## config.mk

```make
export PLATFORM = sky130hd
export DESIGN_NAME = adc_frame_ctrl_flat
export DESIGN_NICKNAME = d
export VERILOG_FILES = /design/src/rtl/adc_frame_ctrl_if.sv /design/src/rtl/adc_frame_ctrl.sv /design/src/flat_wrapper.sv
export SDC_FILE = /design/constraint.sdc
export NUM_CORES = 1
export LEC_CHECK = 0
export ABC_CLOCK_PERIOD_IN_PS = 4700
export CAP_MARGIN = 20
export CORE_ASPECT_RATIO = 0.6
export CORE_MARGIN = 2
export CORE_UTILIZATION = 50
export CTS_CLUSTER_DIAMETER = 200
export CTS_CLUSTER_SIZE = 28
export DETAILED_ROUTE_END_ITERATION = 10
export DONT_BUFFER_PORTS = 1
export GPL_TIMING_DRIVEN = 0
export HOLD_SLACK_MARGIN = 0.1
export PLACE_DENSITY = 0.73
export SLEW_MARGIN = 25
export SYNTH_ARGS = -nofsm -noshare
export SYNTH_HDL_FRONTEND = slang
export SYNTH_SLANG_ARGS = --single-unit
```

## constraint.sdc

```tcl
create_clock -name clk -period 4.7 [get_ports clk]
set_clock_uncertainty 0.05 [all_clocks]
set_input_delay 0.235 -clock clk [delete_from_list [all_inputs] [get_ports clk]]
set_output_delay 0.235 -clock clk [all_outputs]
set_load 0.05 [all_outputs]
```

## src/rtl/adc_frame_ctrl_if.sv

```systemverilog
// AXI-Stream style frame output bus between the ADC frame controller and
// the downstream wavelet engine.
interface adc_frame_ctrl_if #(
    parameter int ADC_WIDTH = 14
);
    logic [ADC_WIDTH-1:0] m_tdata;
    logic                 m_tvalid;
    logic                 m_tlast;
    logic                 m_tready;

    modport master (
        output m_tdata,
        output m_tvalid,
        output m_tlast,
        input  m_tready
    );

    modport slave (
        input  m_tdata,
        input  m_tvalid,
        input  m_tlast,
        output m_tready
    );
endinterface

```

## src/rtl/adc_frame_ctrl.sv

```systemverilog
// ADC frame capture controller: captures FRAME_LEN decimated samples per
// start request and streams them out through a one-entry AXI-Stream
// output register.
// Optional feature macro ADC_TRIG_EN: adds the ARMED state, the
// trig_level_i port and a rising-edge signed threshold trigger.
module adc_frame_ctrl #(
    parameter int ADC_WIDTH   = 14,
    parameter int FRAME_LEN   = 1024,
    parameter int DECIM_WIDTH = 8
) (
    input  logic                   clk,
    input  logic                   rst,
    input  logic                   start_i,
    input  logic                   abort_i,
    input  logic [DECIM_WIDTH-1:0] decim_i,
`ifdef ADC_TRIG_EN
    input  logic [ADC_WIDTH-1:0]   trig_level_i,
`endif
    input  logic [ADC_WIDTH-1:0]   adc_data_i,
    input  logic                   adc_data_valid_i,
    adc_frame_ctrl_if.master       m_axis,
    output logic                   busy_o,
    output logic                   frame_done_o,
    output logic                   overflow_o
);

    localparam int CNT_W = $clog2(FRAME_LEN);
    localparam logic [CNT_W-1:0] LAST_IDX = CNT_W'(FRAME_LEN - 1);

    typedef enum logic [1:0] {
        S_IDLE    = 2'd0,
`ifdef ADC_TRIG_EN
        S_ARMED   = 2'd1,
`endif
        S_CAPTURE = 2'd2,
        S_DRAIN   = 2'd3
    } state_t;

    state_t                 state_q, state_d;
    logic [DECIM_WIDTH-1:0] decim_q, decim_d;
    logic [DECIM_WIDTH-1:0] phase_q, phase_d;
    logic [CNT_W-1:0]       cnt_q, cnt_d;
    logic [ADC_WIDTH-1:0]   tdata_q, tdata_d;
    logic                   tvalid_q, tvalid_d;
    logic                   tlast_q, tlast_d;
    logic                   done_q, done_d;
    logic                   ovf_q, ovf_d;
`ifdef ADC_TRIG_EN
    logic [ADC_WIDTH-1:0]   prev_q, prev_d;
    logic                   prev_ok_q, prev_ok_d;
`endif

    logic                   accept;
    logic                   is_last;
    logic                   out_free;
    logic                   ratio_one;
    logic [DECIM_WIDTH-1:0] phase_step;

    // Decimation phase arithmetic: ratios 0 and 1 keep the phase at zero.
    always_comb begin
        ratio_one  = (decim_q <= DECIM_WIDTH'(1));
        phase_step = phase_q + DECIM_WIDTH'(1);
        if (ratio_one || (phase_q >= decim_q - DECIM_WIDTH'(1))) begin
            phase_step = '0;
        end
    end

    // Next-state logic for the FSM, counters and the output register.
    always_comb begin
        state_d   = state_q;
        decim_d   = decim_q;
        phase_d   = phase_q;
        cnt_d     = cnt_q;
        tdata_d   = tdata_q;
        tvalid_d  = tvalid_q;
        tlast_d   = tlast_q;
        done_d    = 1'b0;
        ovf_d     = ovf_q;
`ifdef ADC_TRIG_EN
        prev_d    = prev_q;
        prev_ok_d = prev_ok_q;
`endif
        accept    = 1'b0;
        is_last   = (cnt_q == LAST_IDX);
        out_free  = !tvalid_q || m_axis.m_tready;

        if (abort_i) begin
            // Abort beats everything, including a simultaneous start.
            state_d  = S_IDLE;
            tvalid_d = 1'b0;
            tlast_d  = 1'b0;
        end else begin
            // A completed handshake empties the register unless reloaded below.
            if (tvalid_q && m_axis.m_tready) begin
                tvalid_d = 1'b0;
                tlast_d  = 1'b0;
            end

            case (state_q)
                S_IDLE: begin
                    if (start_i) begin
                        decim_d = decim_i;
                        phase_d = '0;
                        cnt_d   = '0;
                        ovf_d   = 1'b0;
`ifdef ADC_TRIG_EN
                        prev_ok_d = 1'b0;
                        state_d   = S_ARMED;
`else
                        state_d   = S_CAPTURE;
`endif
                    end
                end
`ifdef ADC_TRIG_EN
                S_ARMED: begin
                    if (adc_data_valid_i) begin
                        prev_d    = adc_data_i;
                        prev_ok_d = 1'b1;
                        // Rising crossing of the threshold; needs a previous sample.
                        if (prev_ok_q &&
                            ($signed(prev_q) < $signed(trig_level_i)) &&
                            ($signed(adc_data_i) >= $signed(trig_level_i))) begin
                            accept  = 1'b1;
                            state_d = S_CAPTURE;
                            phase_d = ratio_one ? '0 : DECIM_WIDTH'(1);
                        end
                    end
                end
`endif
                S_CAPTURE: begin
                    if (adc_data_valid_i) begin
                        phase_d = phase_step;
                        accept  = (phase_q == '0);
                    end
                end
                S_DRAIN: begin
                    if (tvalid_q && m_axis.m_tready && tlast_q) begin
                        state_d = S_IDLE;
                        done_d  = 1'b1;
                    end
                end
                default: state_d = S_IDLE;
            endcase

            if (accept) begin
                cnt_d = is_last ? '0 : cnt_q + CNT_W'(1);
                if (is_last) begin
                    state_d = S_DRAIN;
                end
                if (out_free) begin
                    tdata_d  = adc_data_i;
                    tvalid_d = 1'b1;
                    tlast_d  = is_last;
                end else begin
                    // Dropped sample still counts; a dropped last sample
                    // marks the held beat as end of frame instead.
                    ovf_d = 1'b1;
                    if (is_last) begin
                        tlast_d = 1'b1;
                    end
                end
            end
        end
    end

    // State and datapath registers with asynchronous reset.
    always_ff @(posedge clk or posedge rst) begin
        if (rst) begin
            state_q   <= S_IDLE;
            decim_q   <= '0;
            phase_q   <= '0;
            cnt_q     <= '0;
            tdata_q   <= '0;
            tvalid_q  <= 1'b0;
            tlast_q   <= 1'b0;
            done_q    <= 1'b0;
            ovf_q     <= 1'b0;
`ifdef ADC_TRIG_EN
            prev_q    <= '0;
            prev_ok_q <= 1'b0;
`endif
        end else begin
            state_q   <= state_d;
            decim_q   <= decim_d;
            phase_q   <= phase_d;
            cnt_q     <= cnt_d;
            tdata_q   <= tdata_d;
            tvalid_q  <= tvalid_d;
            tlast_q   <= tlast_d;
            done_q    <= done_d;
            ovf_q     <= ovf_d;
`ifdef ADC_TRIG_EN
            prev_q    <= prev_d;
            prev_ok_q <= prev_ok_d;
`endif
        end
    end

    assign m_axis.m_tdata  = tdata_q;
    assign m_axis.m_tvalid = tvalid_q;
    assign m_axis.m_tlast  = tlast_q;
    assign busy_o          = (state_q != S_IDLE);
    assign frame_done_o    = done_q;
    assign overflow_o      = ovf_q;

endmodule

```

## src/flat_wrapper.sv

```systemverilog
// flat-port wrapper written by rule: the top's interface ports become plain ports
module adc_frame_ctrl_flat 
#(
    parameter int ADC_WIDTH   = 14,
    parameter int FRAME_LEN   = 1024,
    parameter int DECIM_WIDTH = 8
)
  (clk, rst, start_i, abort_i, decim_i, adc_data_i, adc_data_valid_i, busy_o, frame_done_o, overflow_o, m_axis_m_tdata, m_axis_m_tvalid, m_axis_m_tlast, m_axis_m_tready);
  adc_frame_ctrl_if #(.ADC_WIDTH(ADC_WIDTH)) m_axis_i ();
  input  logic clk;
  input  logic rst;
  input  logic start_i;
  input  logic abort_i;
  input  logic [DECIM_WIDTH-1:0] decim_i;
  input  logic [ADC_WIDTH-1:0] adc_data_i;
  input  logic adc_data_valid_i;
  output logic busy_o;
  output logic frame_done_o;
  output logic overflow_o;
  output wire logic [$bits(m_axis_i.m_tdata)-1:0] m_axis_m_tdata;
  output wire logic [$bits(m_axis_i.m_tvalid)-1:0] m_axis_m_tvalid;
  output wire logic [$bits(m_axis_i.m_tlast)-1:0] m_axis_m_tlast;
  input wire logic [$bits(m_axis_i.m_tready)-1:0] m_axis_m_tready;
  assign m_axis_m_tdata = m_axis_i.m_tdata;
  assign m_axis_m_tvalid = m_axis_i.m_tvalid;
  assign m_axis_m_tlast = m_axis_i.m_tlast;
  assign m_axis_i.m_tready = m_axis_m_tready;
  adc_frame_ctrl #(.ADC_WIDTH(ADC_WIDTH), .FRAME_LEN(FRAME_LEN), .DECIM_WIDTH(DECIM_WIDTH)) u_core (.clk(clk), .rst(rst), .start_i(start_i), .abort_i(abort_i), .decim_i(decim_i), .adc_data_i(adc_data_i), .adc_data_valid_i(adc_data_valid_i), .m_axis(m_axis_i), .busy_o(busy_o), .frame_done_o(frame_done_o), .overflow_o(overflow_o));
endmodule
```

# Word level (Yosys, flattened, before mapping)
# Index checks and enable logic that the tools add are counted.
[op_classes]
n_addsub = 3
order_cmp = 2
eq_ne = 5
n_mux = 33
n_reduce_logical = 15
n_bitwise = 1
[ops]
columns = ["cell", "count"]
rows = [
  ["10-bit 2-to-1 mux", 4],
  ["8-bit 2-to-1 mux", 3],
  ["1-bit 2-to-1 mux", 19],
  ["8-bit one-hot mux with 2 select lines", 1],
  ["10-bit by 1-bit adder with 10-bit output, second input constant", 1],
  ["10-bit equality test, second input constant", 1],
  ["2-bit 2-to-1 mux", 5],
  ["3-bit AND reduction", 3],
  ["8-bit by 1-bit adder with 8-bit output, second input constant", 1],
  ["8-bit greater-or-equal comparator", 1],
  ["8-bit by 1-bit less-or-equal comparator with 1-bit output, second input constant", 1],
  ["8-bit zero test", 1],
  ["2-bit nonzero test", 4],
  ["8-bit by 1-bit subtractor with 8-bit output, second input constant", 1],
  ["2-bit one-hot mux with 3 select lines", 1],
  ["2-bit equality test, second input constant", 2],
  ["2-bit != test, second input constant", 2],
  ["4-bit AND reduction", 1],
  ["1-bit logical AND", 2],
  ["2-bit zero test", 1],
  ["1-bit logical OR", 2],
  ["1-bit zero test", 1],
  ["1-bit inverter", 1],
]
[totals]
input_bits = 28
wordCells = 68
register_bits = 46
out_inout_bits = 19

# Longest topological paths before layout
[depth]
word_depth = 7
mapped_depth = 11
ltp_nobuf = 11

# Worst setup path before layout
# No wires, ideal clock.
[synth_timing]
path_type = "flip-flop to flip-flop"
startpoint = "register u_core.decim_q[2]"
endpoint = "register u_core.phase_q[0]"
path_stages_with_launch = 10
arrival_time_ps = 2459
period_less_slack_ps = 2634
t_required_ps = 4525
path_buffers = 0
setup_time_ps = 125
setup_slack_ps = 2066
cell_sequence = "dfrtp_1 -> or4_4 -> nor4_1 -> xnor2_1 -> ha_1 -> nand2_1 -> a211o_1 -> o211ai_4 -> nor2_4 -> mux2_4"
[synth_between]
elab_chain_cells = 6
elab_cells_between_ends = 7
cone_classes = "add/sub (1); order compare (2); mux (3); reduce/logical (1)"
[synth_lines]
columns = ["item", "line_no", "source"]
rows = [
  ["from (decl)", "adc_frame_ctrl.sv:40", "logic [DECIM_WIDTH-1:0] decim_q, decim_d;"],
  ["from (signal assigned)", "adc_frame_ctrl.sv:184", "decim_q <= decim_d;"],
  ["8-bit by 1-bit subtractor with 8-bit output", "adc_frame_ctrl.sv:63", "if (ratio_one || (phase_q >= decim_q - DECIM_WIDTH'(1))) begin"],
  ["8-bit greater-or-equal comparator", "adc_frame_ctrl.sv:63", ""],
  ["1-bit logical OR *", "adc_frame_ctrl.sv:63", ""],
  ["8-bit 2-to-1 mux *", "adc_frame_ctrl.sv:63", ""],
  ["8-bit 2-to-1 mux *", "adc_frame_ctrl.sv:131", "if (adc_data_valid_i) begin"],
  ["8-bit one-hot mux with 2 select lines *", "adc_frame_ctrl.sv:99", "case (state_q)"],
  ["to (signal assigned)", "adc_frame_ctrl.sv:185", "phase_q <= phase_d;"],
  ["to (decl)", "adc_frame_ctrl.sv:41", "logic [DECIM_WIDTH-1:0] phase_q, phase_d;"],
]
# Every way passes the cells marked *; elsewhere a longest branch is shown, timed or not. The select of a mux whose other input is x is not followed.
# A chain may end at the register's enable or synchronous reset.

# Final worst setup path
# Same ends and word-level chain as after synthesis.

==> flow_metrics.tcl <==
set metrics [dict create \
    synthFlopType "dfrtp_1" \
    max_stage_delay_ns 0.57 \
    relSlewSlack 0.472 \
    arrival_ns 3.03 \
    antenna_found_initial 0 \
    power_density_nw_per_um2 433 \
    fmax_mhz 347 \
    grt_overflow 0 \
    clock_path_buffers 2 \
    ys_seq_area_frac 0.467 \
    reg2reg_depth 9 \
    syn_inst 238 \
    rows 19 \
    dp_hpwl_um 3730 \
    synth_edf_count 0 \
    clock_latency_ns 0.30 \
    path_delay_family "simple AND/OR/NAND/NOR gates" \
    synth_top_family_by_area "simple AND/OR/NAND/NOR gates" \
    drt_first_pass_iters 4 \
    post-route-util 0.622 \
    dr_total_vias 1854 \
    rr_startpoint "u_core.decim_q[2]" \
    track_usage 0.204 \
    fin_setup_tns_ns 0 \
    ys_ff_latch 46 \
    cts.htree.levels 2 \
    synth_area_per_cell_um2 10.4 \
    grt_pass1_wl_um 8670 \
    finalMaxSlewViolations 0 \
    yosys.area_share.simple 0.202 \
    viasPerCell 5.55 \
    worst-setup-path-type "flop to flop" \
    vdd_ir_drop_max_mv 0.238 \
    slowest_stage "or4_4" \
    die-area_um2 5530 \
    port_buffers 0 \
    post-route-period-util 0.614 \
    nNetsFinal 311 \
    hold_viol 0 \
    cts_tree "built" \
    syn_area_um2 2470 \
    n_fill_cell 407 \
    r2r_end "u_core.phase_q[0]" \
    crit_buf_inv 0 \
    async_reset_ff_frac 1.00 \
    multiInputGateArea_um2 1240 \
    synth_nets 279 \
    die_w_um 94.7 \
    ant_nets 0 \
    grt_max_degree 26 \
    drc 0 \
    min_path_type "primary input to flop" \
    period_minus_slack_ns 2.88 \
    routed_wl_um 5190 \
    coreArea_um2 4660 \
    synth_xor_area_frac 0.0213 \
    endpoint_kind "flop" \
    gp_congestion 0.801 \
    rsz0062_at_grt "false" \
    tightestPinTransition_ns 0.772 \
    synth-compound-area-share 0.128 \
    synth_mux_area_frac 0.0873 \
    cts_inserted_buffers 5 \
    die_h_um 58.4 \
    wl_per_cell_um 15.6 \
    yosysUniqueCellTypes 49 \
    status "finished clean" \
    rrSetupSlack_ns 1.82 \
    dr.first_iter.drc_count 106 \
    n_antenna_cell 0 \
    ctsRootBufferMaster "clkbuf_8" \
    io_pins 47 \
    power_mw 1.26 \
    seqCellArea_um2 1150 \
    holdPathEnd "u_core.state_q[1]" \
    maxCapViolCount 0 \
    startpoint_type "flop" \
    setup_violations 0 \
    hold_start "m_axis_m_tready" \
    numClockSinks 46 \
    crit_required_ns 4.84 \
    p_leak_nw 1.25 \
    holdPathStages 3 \
    grt_pass1_vias 1786 \
    crit_chain "or4_4 > nor4_1 > xnor2_1 > ha_1 > nand2_1 > a211o_1 > o211ai_4 > nor2_4 > mux2_4" \
    post_synth_fa_ha_maj_area_fraction 0.0660 \
    critPathMaxFanout 8 \
    syn_to_final_growth_pct 17.6 \
    initial_core_util 0.529 \
    ys.warnings.count 0 \
    clk_pin_slew_ns 0.10 \
    final_layout_size_suffix_gt1_frac 0.0923 \
]
-- worst reg2reg max path: cells and delay by family (launching register included) --
family          cells  cell delay (ns)
compound gates      2             0.58
xor+xnor            1             0.14
fa+ha+maj           1             0.31
flops               1             0.44
mux                 1             0.27
simple gates        4             0.99
-- through the flow --
step,area (um2),worst slack (ns),hold WS (ns),std cells
2_1_floorplan,2470,2.07,0.290,238
3_3_place_gp,2540,1.85,0.293,301
3_5_place_dp,2560,1.82,0.123,302
4_1_cts,2900,1.81,0.157,334
5_1_grt,2900,1.69,0.168,334
6_report,2900,1.82,0.158,334
-- Yosys cell counts (6+ instances only) --
cell,count,share of area
ha_1,13,0.066
nor2_1,8,0.012
inv_1,9,0.014
nand2_1,30,0.046
dfrtp_1,46,0.47
nand3_1,10,0.020
a21oi_1,9,0.018
mux2_1,16,0.073
clkbuf_1,6,0.0091
or3_1,6,0.015
o21ai_1,16,0.032
-- layer usage --
layer	global-route usage	routed length [um]	up-vias
met3	0.0525	313	4
met1	0.297	2650	883
li1	-	-	921
met2	0.312	2210	46
met4	0.0373	26	0
met5	0	0	-
-- area by class of cell --
cell class,instances,area share
buffer,8,0.0112
inverter,10,0.0129
clock inverter,3,0.00863
timing repair buffer,25,0.0898
tap,63,0.0272
sequential,46,0.397
multi-input combinational,174,0.429
clock buffer,5,0.0237
-- cell families after synthesis --
group | Yosys count
DFF | 46
xor gates and xnor gates | 6
AOI/OAI and AO/OA | 46
and+or+nand+nor | 90
buffers and inverters | 18
muxes | 19
adders and majority gates | 13
-- registers in the layout, summed over array words and instances (netlist names) --
register,count
u_core.m_axis.m_tvalid,1
u_core.decim_q,8
u_core.phase_q,8
u_core.overflow_o,1
u_core.m_axis.m_tdata,14
u_core.cnt_q,10
u_core.frame_done_o,1
u_core.m_axis.m_tlast,1
u_core.state_q,2
-- where the power goes --
| group | switching (mW) | internal, mW |
|---|---|---|
| sequential | 0.291 | 0.475 |
| combinational | 0.120 | 0.116 |
| clock | 0.147 | 0.108 |
| total | 0.557 | 0.698 |
-- placed cells by master, fill, tap and decap left out, types with 5 or more instances in the layout --
master / instances
dfrtp_1: 46
a21oi_1: 9
nand2_1: 30
a22o_1: 5
clkbuf_1: 6
nor2_1: 8
mux2_1: 16
xnor2_1: 5
ha_1: 13
inv_1: 8
clkbuf_8: 5
nand3_1: 10
dlygate4sd3_1: 24
o21ai_1: 16
or3_1: 6
-- how the worst max path moves through the flow --
stage | from | cells after the start | end
floorplan | u_core.decim_q[2] | 9 | u_core.phase_q[0]
global placement | u_core.decim_q[2] | 9 | u_core.phase_q[0]
detailed placement | u_core.decim_q[2] | 9 | u_core.phase_q[0]
CTS | u_core.decim_q[2] | 9 | u_core.phase_q[0]
global route | u_core.decim_q[2] | 9 | u_core.phase_q[0]
finish | u_core.decim_q[2] | 9 | u_core.phase_q[0]
-- timing repair --
action                    in CTS  in global routing
resized for setup              0                  0
hold buffers                  24                  0
setup buffers                  0                  0
hold endpoints to repair      44                  0
(Power assumes the default switching activity.)
